`src/rtl/ifetch_unit_if.sv`:
```
// Fetch-unit bus: instruction-memory port, decode handshake,
// redirect input and status outputs.
interface ifetch_unit_if #(
  parameter int CNT_W = 32
);
  logic             imem_req;
  logic [31:0]      imem_addr;
  logic             imem_rvalid;
  logic [31:0]      imem_rdata;
  logic             instr_valid;
  logic [31:0]      instr;
  logic [31:0]      instr_pc;
  logic             instr_ready;
  logic             redirect;
  logic [31:0]      redirect_pc;
  logic             misaligned;
  logic [CNT_W-1:0] fetch_count;

  modport master (
    output imem_req,
    output imem_addr,
    input  imem_rvalid,
    input  imem_rdata,
    output instr_valid,
    output instr,
    output instr_pc,
    input  instr_ready,
    input  redirect,
    input  redirect_pc,
    output misaligned,
    output fetch_count
  );

  modport slave (
    input  imem_req,
    input  imem_addr,
    output imem_rvalid,
    output imem_rdata,
    input  instr_valid,
    input  instr,
    input  instr_pc,
    output instr_ready,
    output redirect,
    output redirect_pc,
    input  misaligned,
    input  fetch_count
  );
endinterface

```
`src/rtl/ifetch_unit.sv`:
```
// Instruction fetch front end: single-outstanding imem requests,
// one instruction at a time to decode, redirect with in-flight kill.
module ifetch_unit #(
  parameter logic [31:0] RESET_PC = 32'h0000_0000,
  parameter int          CNT_W    = 32
) (
  input  logic          clk,
  input  logic          rst_n,
  ifetch_unit_if.master bus
);

  typedef enum logic [1:0] {
    IDLE,
    FETCH,
    WAIT,
    HOLD
  } state_e;

  localparam logic [31:0] NOP = 32'h0000_0013;

  state_e           state_q;
  logic [31:0]      pc_q;
  logic             kill_q;
  logic             vld_q;
  logic [31:0]      instr_q;
  logic [31:0]      ipc_q;
  logic             mis_q;
  logic [CNT_W-1:0] cnt_q;
  logic [31:0]      tgt_d;
  logic [CNT_W-1:0] cnt_d;

  assign tgt_d = {bus.redirect_pc[31:2], 2'b00};
  assign cnt_d = cnt_q + CNT_W'(1);

  // a redirect in FETCH suppresses the request to the stale pc
  assign bus.imem_req  = (state_q == FETCH) && !bus.redirect;
  assign bus.imem_addr = pc_q;

  assign bus.instr_valid = vld_q;
  assign bus.instr       = instr_q;
  assign bus.instr_pc    = ipc_q;
  assign bus.misaligned  = mis_q;
  assign bus.fetch_count = cnt_q;

  always_ff @(posedge clk or negedge rst_n) begin
    if (!rst_n) begin
      state_q <= IDLE;
      pc_q    <= RESET_PC;
      kill_q  <= 1'b0;
      vld_q   <= 1'b0;
      instr_q <= NOP;
      ipc_q   <= 32'h0;
      mis_q   <= 1'b0;
      cnt_q   <= '0;
    end else begin
      mis_q <= bus.redirect && (bus.redirect_pc[1:0] != 2'b00);
      unique case (state_q)
        IDLE: state_q <= FETCH;
        FETCH: begin
          if (bus.redirect) pc_q <= tgt_d;
          else state_q <= WAIT;
        end
        WAIT: begin
          if (bus.imem_rvalid) begin
            if (kill_q || bus.redirect) begin
              kill_q  <= 1'b0;
              state_q <= FETCH;
              if (bus.redirect) pc_q <= tgt_d;
            end else begin
              instr_q <= bus.imem_rdata;
              ipc_q   <= pc_q;
              pc_q    <= pc_q + 32'd4;
              vld_q   <= 1'b1;
              state_q <= HOLD;
            end
          end else if (bus.redirect) begin
            // response still owed; drop it when it lands
            pc_q   <= tgt_d;
            kill_q <= 1'b1;
          end
        end
        HOLD: begin
          if (bus.instr_ready) cnt_q <= cnt_d;
          if (bus.redirect) begin
            vld_q   <= 1'b0;
            pc_q    <= tgt_d;
            state_q <= FETCH;
          end else if (bus.instr_ready) begin
            vld_q   <= 1'b0;
            state_q <= FETCH;
          end
        end
        default: state_q <= IDLE;
      endcase
    end
  end

endmodule

```
`src/flat_wrapper.sv`:
```
// flat-port wrapper written by rule: the top's interface ports become plain ports
module ifetch_unit_flat 
#(
  parameter logic [31:0] RESET_PC = 32'h0000_0000,
  parameter int          CNT_W    = 32
)
  (clk, rst_n, bus_imem_req, bus_imem_addr, bus_imem_rvalid, bus_imem_rdata, bus_instr_valid, bus_instr, bus_instr_pc, bus_instr_ready, bus_redirect, bus_redirect_pc, bus_misaligned, bus_fetch_count);
  ifetch_unit_if #(.CNT_W(CNT_W)) bus_i ();
  input  logic clk;
  input  logic rst_n;
  output wire logic [$bits(bus_i.imem_req)-1:0] bus_imem_req;
  output wire logic [$bits(bus_i.imem_addr)-1:0] bus_imem_addr;
  input wire logic [$bits(bus_i.imem_rvalid)-1:0] bus_imem_rvalid;
  input wire logic [$bits(bus_i.imem_rdata)-1:0] bus_imem_rdata;
  output wire logic [$bits(bus_i.instr_valid)-1:0] bus_instr_valid;
  output wire logic [$bits(bus_i.instr)-1:0] bus_instr;
  output wire logic [$bits(bus_i.instr_pc)-1:0] bus_instr_pc;
  input wire logic [$bits(bus_i.instr_ready)-1:0] bus_instr_ready;
  input wire logic [$bits(bus_i.redirect)-1:0] bus_redirect;
  input wire logic [$bits(bus_i.redirect_pc)-1:0] bus_redirect_pc;
  output wire logic [$bits(bus_i.misaligned)-1:0] bus_misaligned;
  output wire logic [$bits(bus_i.fetch_count)-1:0] bus_fetch_count;
  assign bus_imem_req = bus_i.imem_req;
  assign bus_imem_addr = bus_i.imem_addr;
  assign bus_i.imem_rvalid = bus_imem_rvalid;
  assign bus_i.imem_rdata = bus_imem_rdata;
  assign bus_instr_valid = bus_i.instr_valid;
  assign bus_instr = bus_i.instr;
  assign bus_instr_pc = bus_i.instr_pc;
  assign bus_i.instr_ready = bus_instr_ready;
  assign bus_i.redirect = bus_redirect;
  assign bus_i.redirect_pc = bus_redirect_pc;
  assign bus_misaligned = bus_i.misaligned;
  assign bus_fetch_count = bus_i.fetch_count;
  ifetch_unit #(.RESET_PC(RESET_PC), .CNT_W(CNT_W)) u_core (.clk(clk), .rst_n(rst_n), .bus(bus_i));
endmodule
```
`config.mk`:
```
export PLATFORM = sky130hd
export DESIGN_NAME = ifetch_unit_flat
export DESIGN_NICKNAME = d
export VERILOG_FILES = /design/src/rtl/ifetch_unit_if.sv /design/src/rtl/ifetch_unit.sv /design/src/flat_wrapper.sv
export SDC_FILE = /design/constraint.sdc
export NUM_CORES = 1
export LEC_CHECK = 0
export CORE_MARGIN = 2
export CORE_UTILIZATION = 50
export CTS_BUF_LIST = sky130_fd_sc_hd__clkbuf_4 sky130_fd_sc_hd__clkbuf_8 sky130_fd_sc_hd__clkbuf_16
export CTS_CLUSTER_SIZE = 24
export DETAILED_ROUTE_END_ITERATION = 16
export DONT_BUFFER_PORTS = 1
export PLACE_DENSITY = 0.62
export SYNTH_ARGS = -nofsm -noshare
export SYNTH_HDL_FRONTEND = slang
export SYNTH_SLANG_ARGS = --single-unit
```
`constraint.sdc`:
```
create_clock -name clk -period 5.1 [get_ports clk]
set_input_delay 0.765 -clock clk [delete_from_list [all_inputs] [get_ports clk]]
set_output_delay 0.765 -clock clk [all_outputs]
set_load 0.03 [all_outputs]
```
==> reports/metrics.cfg, run 1 <==
[sta]
rsz0062_at_grt=no
fin_worst_skew_ns=0.008827
finalCritPeriodShare=0.5395
slew_headroom=0.2829
finalWorstPathRequiredPeriod_ns=2.751
finalSetupViolCount=0
finalMaxSlewViolations=0
worst_pin_slew_ns=1.066
hold_viol=0
setup_tns_ns=0
timing.fmax_ghz=0.3635

[cells_and_area]
seqCellArea_um2=3332
final_cell_mix=dfrtp_1, mux2_2, nand2_1, nor2_1, a21oi_1
final_util=0.5797
insertedDiodeCount=0
area_growth_pct=12.50
multi_input_area_um2=2740
layout_commonest_cell=dfrtp_1
finalNetCount=616
fillers=1025
drive_gt1_frac=0.2152

[setup_path]
path_class=flip-flop to flip-flop
r2r-start=u_core.state_q[0]$_DFFE_PN0P_
crit_end=u_core.bus.imem_addr[30]$_DFFE_PN0P_
worstRegToRegCells=7
cp_max_fo=30
worst_setup_path_start_kind=flip-flop
endpoint_kind=flip-flop
regToRegEndpoint=u_core.bus.imem_addr[30]$_DFFE_PN0P_
worstSetupStartpoint=u_core.state_q[0]$_DFFE_PN0P_
crit_required_ns=5.40
arrival_ns=3.05
r2r_slack_ns=2.35

[yosys]
synth_nets=619
synth_top_area_cell=dfrtp_1
async_flop_share=1.000
avgSynthCellArea_um2=11.45
synth-seq-cells=133
yosysWarnings=0
synth_edf_count=0
yosysTopAreaCellShare=0.5235
ys.flop_type=dfrtp_1
netlist_area_um2=6215
synth_area_leaders=dfrtp_1, mux2_2, xnor2_1, nand2_1, a21oi_1
ys_types=51
syn_inst=543
yosysSeqAreaShare=0.5361

[die]
die_w_um=115.5
die_area_um2=13340
rows=40
die_h_um=115.5
pin_count=200
coreArea_um2=12060
initial_utilization=0.5152

[clock_tree]
post_cts_buffers=0
clk_latency_ns=0.42
numCtsBuffers=17
clockRootBuffer=clkbuf_16
cts_resized=0
h-tree-depth=4
clk_path_buf_depth=2
cts_hold_buf=0
path_clk_slew_ns=0.06
cts_tree=yes
clock-sinks=133

[power]
pwr-share-clk=0.269
ir_drop_mv=0.3873
switching_power_w=0.002142
p_leak_nw=3.038
switching_share=0.4410
intPower_w=0.002715
seqPwrFrac=0.545
power_density_nw_per_um2=694.7
total_power_w=0.004857
pwr-share-comb=0.187

[routing]
m1WireLength_um=5956
drt_iter0_markers=294
dr.pass1.iters=5
wl_met3_um=1675
num_vias=4340
avgViaCountPerCell=6.019
detail_route.wl_per_cell_um=20.83
top_layer=met4
wl_met2_um=7090
routed_wl_um=15020
drc=0
antenna_left=0

[placement]
portBuffers=0
gp_congestion=0.8592
hpwl_um=10340

[run]
drv_cap=0

[global_route]
grt_antenna_before_repair=0
grt_overflow=0
grt_pass1_vias=4423
grt_pass1_wl_um=23410
grtUsageTotal=0.2307
grt_max_degree=134

[status]
outcome=finished clean

[worst_hold_path]
hold_path_class=input pin to asynchronous set/reset pin

-- state kept, by name, indices dropped and copies added, names as in the netlist --
register	flops
u_core.bus.instr_valid	1
u_core.bus.instr_pc	32
u_core.state_q	2
u_core.kill_q	1
u_core.bus.instr	32
u_core.bus.fetch_count	32
u_core.bus.misaligned	1
u_core.bus.imem_addr	32
-- per-layer routing --
| layer | vias up | global-route usage |
|---|---|---|
| li1 | 1976 | - |
| met3 | 22 | 0.09885 |
| met1 | 2146 | 0.2910 |
| met5 | - | 0 |
| met4 | 0 | 0.09719 |
| met2 | 196 | 0.3497 |
-- cells by family (layout without fill, tap and decap cells) --
logic type,after synthesis,count (layout),synth area share
AOI/OAI and AO/OA,87,87,0.08899
buffers and inverters,37,47,0.02416
muxes,75,75,0.1339
adders and majority gates,7,7,0.01409
DFF,133,133,0.5361
and+or+nand+nor,172,172,0.1576
xor gates and xnor gates,32,32,0.04510
-- Yosys cell counts (2+ instances only) --
master / n
a211oi_1: 4
a21oi_1: 24
a221o_1: 3
a22oi_1: 11
a311oi_1: 4
a31o_2: 2
a31oi_1: 4
a41oi_1: 2
and2_1: 5
and3_1: 6
and4_1: 6
buf_2: 9
clkbuf_1: 17
dfrtp_1: 130
dfstp_2: 3
ha_1: 7
inv_1: 11
mux2_2: 65
mux2i_1: 10
nand2_1: 39
nand2b_1: 3
nand3_1: 19
nand4_1: 15
nand4_2: 2
nor2_1: 31
nor2_4: 2
nor2b_1: 5
nor3_1: 13
nor3b_1: 2
nor4_1: 7
o211ai_1: 2
o21ai_0: 15
o22ai_1: 13
or2_1: 2
or4_1: 3
or4_4: 2
xnor2_1: 22
xor2_1: 10
-- critical path: stages, from the launching register on --
cell	delay (ns)
dfrtp_1	0.41
inv_1	0.09
ha_1	0.20
buf_4	0.24
inv_1	0.57
nand2_1	0.64
o21ai_0	0.36
a21oi_1	0.10
-- worst min path at each step --
stage | startpoint | endpoint | slack [ns] | cells after the start
floorplan | rst_n | u_core.bus.fetch_count[0]$_DFFE_PN0P_ | 0.47 | 0
global placement | rst_n | u_core.bus.instr_pc[28]$_DFFE_PN0P_ | 0.47 | 0
detailed placement | rst_n | u_core.bus.instr_pc[28]$_DFFE_PN0P_ | 0.47 | 0
CTS | rst_n | u_core.bus.imem_addr[21]$_DFFE_PN0P_ | 0.03 | 0
global route | rst_n | u_core.bus.fetch_count[6]$_DFFE_PN0P_ | 0.02 | 0
finish | rst_n | u_core.bus.imem_addr[24]$_DFFE_PN0P_ | 0.04 | 0
-- power groups by stage --
stage	Sequential (W)	Combinational, W	Clock [W]
2_1_floorplan	0.00248	0.000785	0
3_3_place_gp	0.00266	0.000871	0
3_5_place_dp	0.00267	0.000909	0
4_1_cts	0.00265	0.000916	0.00133
5_1_grt	0.00272	0.00102	0.00138
6_report	0.00265	0.000907	0.00130
-- cell type report --
type,count,share of cell area
Sequential cell,133,0.4766
Multi-Input combinational cell,373,0.3919
Clock buffer,20,0.06586
Tap cell,168,0.03006
Clock inverter,12,0.02541
Inverter,11,0.005906
Timing Repair Buffer,4,0.004295
-- per-stage QoR --
| step | setup slack [ns] | instance area [um^2] | hold slack (ns) | std cells |
|---|---|---|---|---|
| CTS | 2.326 | 6992 | 0.02600 | 721 |
| finish | 2.349 | 6992 | 0.03794 | 721 |
| detailed placement | 2.232 | 6354 | 0.4738 | 689 |
| global route | 2.105 | 6992 | 0.01967 | 721 |
| floorplan | 2.743 | 6215 | 0.4694 | 543 |
| global placement | 2.323 | 6354 | 0.4734 | 689 |
No activity file was read; power rests on OpenSTA's default activity.
==> inputs of run 2 (changes only) <==
--- a/config.mk
+++ b/config.mk
@@ -5,6 +5,7 @@
 export SDC_FILE = /design/constraint.sdc
 export NUM_CORES = 1
 export LEC_CHECK = 0
+export ABC_AREA = 1
 export CORE_MARGIN = 2
 export CORE_UTILIZATION = 50
 export CTS_BUF_LIST = sky130_fd_sc_hd__clkbuf_4 sky130_fd_sc_hd__clkbuf_8 sky130_fd_sc_hd__clkbuf_16
==> constraint.sdc (replaced) <==
create_clock -name clk -period 2.7 [get_ports clk]
set_input_delay 0.405 -clock clk [delete_from_list [all_inputs] [get_ports clk]]
set_output_delay 0.405 -clock clk [all_outputs]
set_load 0.03 [all_outputs]
==> reports/metrics.cfg, run 2 <==
[placement]
portBuffers=0  ; unchanged
dp_slack_ns=0.5070  ; -1.725 ns
hpwl_um=13520  ; +31%
place_area_um2=7141  ; +12%
gp_congestion=0.9405  ; +9.5%

[die]
die_w_um=122.3  ; +5.9%
initial_utilization=0.5078  ; -0.007436
pin_count=200  ; unchanged
die_h_um=122.3  ; +5.9%
die_area_um2=14950  ; +12%
coreArea_um2=13770  ; +14%
rows=43  ; +7.5%

[clock_tree]
cts_resized=0  ; unchanged
post_cts_buffers=0  ; unchanged
numCtsBuffers=17  ; unchanged
clockRootBuffer=clkbuf_16
clk_path_buf_depth=2  ; unchanged
path_clk_slew_ns=0.06  ; about the same
clk_latency_ns=0.42  ; about the same
clock-sinks=133  ; unchanged
cts_tree=yes
h-tree-depth=4  ; unchanged

[cells_and_area]
area_growth_pct=10.95
final_cell_mix=nand2_1, dfrtp_1, nor2_1, inv_1, o21ai_0
design_area_um2=7760  ; +11%
finalNetCount=928  ; +51%
drive_gt1_frac=0.1168  ; -0.09843
final_util=0.5634  ; -0.01626
layout_commonest_cell=nand2_1
insertedDiodeCount=0  ; unchanged

[sta]
fin_worst_skew_ns=0.005002  ; -0.003825 ns
worst_pin_slew_ns=0.7580  ; -0.3078 ns
finalCritPeriodShare=0.8278
slew_headroom=0.4946  ; +0.2117
finalWorstPathRequiredPeriod_ns=2.235
fin_ws_ns=0.4651  ; -1.884 ns
hold_viol=133  ; +133
hold_slack_ns=-0.3188  ; -0.3567 ns
timing.fmax_ghz=0.4474
setup_tns_ns=0  ; unchanged
rsz0062_at_grt=no
finalMaxSlewViolations=0  ; unchanged
finalSetupViolCount=0  ; unchanged

[global_route]
grt_overflow=0  ; unchanged
grt_pass1_wl_um=28390  ; +21%
grtUsageTotal=0.2445  ; +0.01381
grt_antenna_before_repair=0  ; unchanged
grt_max_degree=134  ; unchanged
grt_pass1_vias=5460  ; +23%

[routing]
m1WireLength_um=7766  ; +30%
avgViaCountPerCell=5.477  ; -9.0%
wl_met2_um=8098  ; +14%
wl_met3_um=1853  ; +11%
num_vias=5723  ; +32%
dr.pass1.iters=7  ; +2
drt_iter0_markers=378  ; +29%
detail_route.wl_per_cell_um=17.35  ; -17%
drc=0  ; unchanged
routed_wl_um=18130  ; +21%
top_layer=met4
antenna_left=0  ; unchanged

[yosys]
synth_edf_count=0  ; unchanged
synth_top_area_cell=dfrtp_1
yosysTopAreaCellShare=0.4651  ; -0.05834
async_flop_share=1.000  ; unchanged
synth_most_common_cell=nand2_1
ys_top_cells_by_count=nand2_1, dfrtp_1, nor2_1
ys_types=45  ; -12%
syn_inst=849  ; +56%
netlist_area_um2=6994  ; +13%
synth_area_leaders=dfrtp_1, nand2_1, mux2_2, nor2_1, inv_1
synth-seq-cells=133  ; unchanged
ys.flop_type=dfrtp_1
synth_nets=925  ; +49%
yosysWarnings=0  ; unchanged
avgSynthCellArea_um2=8.238  ; -28%
yosysSeqAreaShare=0.4764  ; -0.05975

[power]
power_density_nw_per_um2=1243  ; +79%
total_power_w=0.009649  ; +99%
p_leak_nw=3.652  ; +20%
ir_drop_mv=0.4854  ; +25%

[setup_path]
path_common_cell=inv_1
path_cells=inv_1, ha_1, inv_1, nor2_1
worst_setup_path_start_kind=flip-flop
arrival_ns=1.83  ; -1.22 ns
r2r_slack_ns=0.47  ; -1.88 ns
critPathMaxStageDelay_ns=0.50  ; -0.14 ns
cp_max_fo=4  ; -87%
endpoint_kind=primary output
crit_required_ns=2.30  ; -3.10 ns
cp_slowest_cell=nor2_1
path_class=flip-flop to primary output

[status]
violations=hold timing
outcome=complete, but fails checks

[run]
drv_cap=0  ; unchanged

[worst_hold_path]
hold_path_class=input pin to asynchronous set/reset pin

[run 2: changes by cell type in the layout (fill, tap and decap cells not counted), sizes merged, moves of 10 or more]
cell   change
nand2    +213
mux2i     -10
o21ai     +43
nor2      +68
nand3     +23
xnor2     -14
inv       +76
mux2      -27
[run 2: power by group]
part           internal, W  switching [W]  total [W]  leakage (nW)
sequential         0.00273        0.00232    0.00505          1.67
clock              0.00150       0.000894    0.00239         0.296
combinational     0.000824        0.00138    0.00220          1.68
total              0.00506        0.00459    0.00965          3.65
[run 2: metal layers]
metal	track usage	vias to the layer above
met1	0.3268	2670
met3	0.07853	32
met4	0.08693	0
li1	-	2752
met2	0.3743	269
met5	0	-
[run 2: worst max-delay path: cells and delay by family, from the launching register on]
| family | cells | cell delay (ns) |
|---|---|---|
| adders and majority gates | 1 | 0.23 |
| buffers and inverters | 2 | 0.27 |
| DFF | 1 | 0.41 |
| and+or+nand+nor | 1 | 0.50 |
[run 2: worst paths after layout]
path,from,depth (start not counted),end
max,u_core.state_q[1]$_DFFE_PN0P_,4,bus_imem_req
min,rst_n,0,u_core.bus.instr[31]$_DFFE_PN0P_
max reg2reg,u_core.state_q[1]$_DFFE_PN0P_,8,u_core.bus.imem_addr[6]$_DFFE_PN0P_
min reg2reg,u_core.kill_q$_DFFE_PN0P_,2,u_core.kill_q$_DFFE_PN0P_
max in group asynchronous,rst_n,0,u_core.bus.instr[4]$_DFFE_PN1P_
min in group clk,bus_redirect_pc[0],2,u_core.bus.misaligned$_DFF_PN0_
[run 2: cells by family after synthesis]
group,Yosys count,share of synthesized area
AO/OA/AOI/OAI,107,0.08479
XOR/XNOR,27,0.03381
adder cells (fa/ha/maj),7,0.01252
buffers and inverters,106,0.06333
flip-flops,133,0.4764
multiplexers,38,0.06118
AND/OR/NAND/NOR,431,0.2680
[run 2: layout make-up]
| class | count | area [um^2] |
|---|---|---|
| clock inverter | 13 | 172.7 |
| timing repair buffer | 7 | 52.55 |
| inverter | 83 | 311.5 |
| tap | 180 | 225.2 |
| multi-input combinational | 610 | 3219 |
| fill | 1283 | 6013 |
| clock buffer | 19 | 446.7 |
| sequential | 133 | 3332 |
[run 2: through the flow]
stage                     hold slack (ns)  std cells
after floorplan                    0.1094        849
after global placement             0.1125       1013
after detailed placement           0.1122       1013
after CTS                         -0.3314       1045
after global routing              -0.3297       1045
final                             -0.3188       1045
==> inputs of run 3 (changes only) <==
--- a/config.mk
+++ b/config.mk
@@ -5,7 +5,7 @@
 export SDC_FILE = /design/constraint.sdc
 export NUM_CORES = 1
 export LEC_CHECK = 0
-export ABC_AREA = 1
+export ABC_AREA = 0
 export CORE_MARGIN = 2
 export CORE_UTILIZATION = 50
 export CTS_BUF_LIST = sky130_fd_sc_hd__clkbuf_4 sky130_fd_sc_hd__clkbuf_8 sky130_fd_sc_hd__clkbuf_16
==> constraint.sdc (replaced) <==
create_clock -name clk -period 2.1 [get_ports clk]
set_input_delay 0.315 -clock clk [delete_from_list [all_inputs] [get_ports clk]]
set_output_delay 0.315 -clock clk [all_outputs]
set_load 0.03 [all_outputs]
==> reports/metrics.cfg, run 3 (same netlist as run 1, synthesis figures left out) <==
[routing]
drc=0  ; unchanged
detail_route.wl_per_cell_um=21.25  ; +22%
m1WireLength_um=6820  ; -12%
avgViaCountPerCell=5.959  ; +8.8%
dr.pass1.iters=4  ; -3
antenna_left=0  ; unchanged
num_vias=4839  ; -15%
drt_iter0_markers=290  ; -23%
wl_met2_um=8338  ; +3.0%
top_layer=met4
wl_met3_um=1832  ; -1.1%
routed_wl_um=17260  ; -4.8%

[setup_path]
endpoint_kind=flip-flop
crit_required_ns=2.37  ; +0.07 ns
cp_max_fo=6  ; +2
path_class=flip-flop to flip-flop
arrival_ns=2.41  ; +0.58 ns
worstRegToRegCells=5  ; -3
worst_setup_path_start_kind=flip-flop
r2r-start=u_core.state_q[0]$_DFFE_PN0P_
regToRegEndpoint=u_core.bus.imem_addr[24]$_DFFE_PN0P_
r2r_slack_ns=-0.04  ; -0.50 ns

[clock_tree]
clockRootBuffer=clkbuf_16
path_clk_slew_ns=0.06  ; about the same
cts_tree=yes
clk_path_buf_depth=2  ; unchanged
numCtsBuffers=17  ; unchanged
h-tree-depth=4  ; unchanged
clock-sinks=133  ; unchanged
clk_latency_ns=0.42  ; about the same
cts_hold_buf=2

[sta]
finalCritPeriodShare=1.017
hold_viol=133  ; unchanged
slew_headroom=0.6704  ; +0.1758
finalMaxSlewViolations=0  ; unchanged
rsz0062_at_grt=yes
timing.fmax_ghz=0.4680
worst_pin_slew_ns=0.4911  ; -0.2670 ns
fin_ws_ns=-0.03665  ; -0.5017 ns
finalSetupViolCount=1  ; +1
hold_slack_ns=-0.4051  ; -0.08634 ns
fin_worst_skew_ns=0.01008  ; +0.005083 ns
finalWorstPathRequiredPeriod_ns=2.137

[cells_and_area]
area_growth_pct=26.68
drive_gt1_frac=0.3494  ; +0.2326
design_area_um2=7873  ; +1.5%
finalNetCount=707  ; -24%
stdcell_count=812  ; -22%
insertedDiodeCount=0  ; unchanged
final_cell_mix=dfrtp_1, buf_4, mux2_2, nand2_1, nor2_1
layout_commonest_cell=dfrtp_1

[global_route]
grt_pass1_wl_um=25070  ; -12%
grtUsageTotal=0.2461  ; +0.001581
grt_pass1_vias=4842  ; -11%
grt_overflow=0  ; unchanged
grt_antenna_before_repair=0  ; unchanged
grt_max_degree=134  ; unchanged

[status]
outcome=complete, but fails checks
violations=hold timing, setup timing

[die]
initial_utilization=0.5152  ; +0.007436
pin_count=200  ; unchanged
die_h_um=115.5  ; -5.5%
rows=40  ; -7.0%
die_area_um2=13340  ; -11%
die_w_um=115.5  ; -5.5%
coreArea_um2=12060  ; -12%

[placement]
portBuffers=0  ; unchanged
place_area_um2=6945  ; -2.7%
gp_congestion=0.8748  ; -7.0%
dp_slack_ns=-0.1353  ; -0.6423 ns
hpwl_um=11320  ; -16%
placed_cells=765  ; -24%

[power]
power_density_nw_per_um2=1633  ; +31%
p_leak_nw=3.533  ; -3.3%
ir_drop_mv=0.8657  ; +78%

[worst_hold_path]
hold_path_class=input pin to asynchronous set/reset pin

[run]
drv_cap=0  ; unchanged

## run 3: timing repair
item	in CTS	in global routing
pin swaps	2	6
buffers inserted	5	5
gates resized for setup	10	15
setup endpoints to repair	17	77
endpoints found under the hold margin	136	133
cloned	0	4
## run 3: through the flow
step	hold WS, ns	util	setup TNS (ns)	total power (W)
2_1_floorplan	0.01941	-	0	0.007937
3_3_place_gp	0.02358	0.5758	0	0.009251
3_5_place_dp	0.02307	0.5758	-0.6273	0.009383
4_1_cts	-0.4189	0.6378	0	0.01276
5_1_grt	-0.4217	0.6527	-0.2386	0.01346
6_report	-0.4051	0.6527	-0.03665	0.01285
## run 3: how the worst max path moves through the flow
stage	from	to	cells after the start
after global placement	u_core.state_q[0]$_DFFE_PN0P_	u_core.bus.imem_addr[12]$_DFFE_PN0P_	7
after global routing	u_core.bus.imem_addr[3]$_DFFE_PN0P_	u_core.bus.imem_addr[24]$_DFFE_PN0P_	6
final	u_core.state_q[0]$_DFFE_PN0P_	u_core.bus.imem_addr[24]$_DFFE_PN0P_	5
after detailed placement	u_core.state_q[1]$_DFFE_PN0P_	u_core.bus.imem_addr[25]$_DFFE_PN0P_	7
after CTS	u_core.state_q[0]$_DFFE_PN0P_	u_core.bus.imem_addr[28]$_DFFE_PN0P_	8
after floorplan	u_core.bus.imem_addr[7]$_DFFE_PN0P_	u_core.bus.imem_addr[29]$_DFFE_PN0P_	6
## run 3: cell type report
class	instances	area (um^2)
clock inverter	13	205.2
multi-input combinational	373	2830
tap	168	210.2
timing repair buffer	95	802.0
fill	944	4189
inverter	11	41.29
sequential	133	3337
clock buffer	19	446.7
## run 3: where the power goes
| part | switching, W | internal, W | total [W] |
|---|---|---|---|
| sequential | 0.00193 | 0.00350 | 0.00542 |
| combinational | 0.00247 | 0.00170 | 0.00417 |
| clock | 0.00111 | 0.00215 | 0.00326 |
## run 3: critical path, stage by stage, from the launching register on
cell and delay [ns]:
dfrtp_2 0.44, ha_4 0.19, or4b_4 0.63, a21oi_2 0.26, a21oi_1 0.10, a211oi_1 0.37
## run 3: routing by layer
layer / up-vias / global-route usage
met3: 22 / 0.09257
met5: - / 0
met4: 0 / 0.1020
met1: 2408 / 0.3043
met2: 249 / 0.3903
li1: 2160 / -
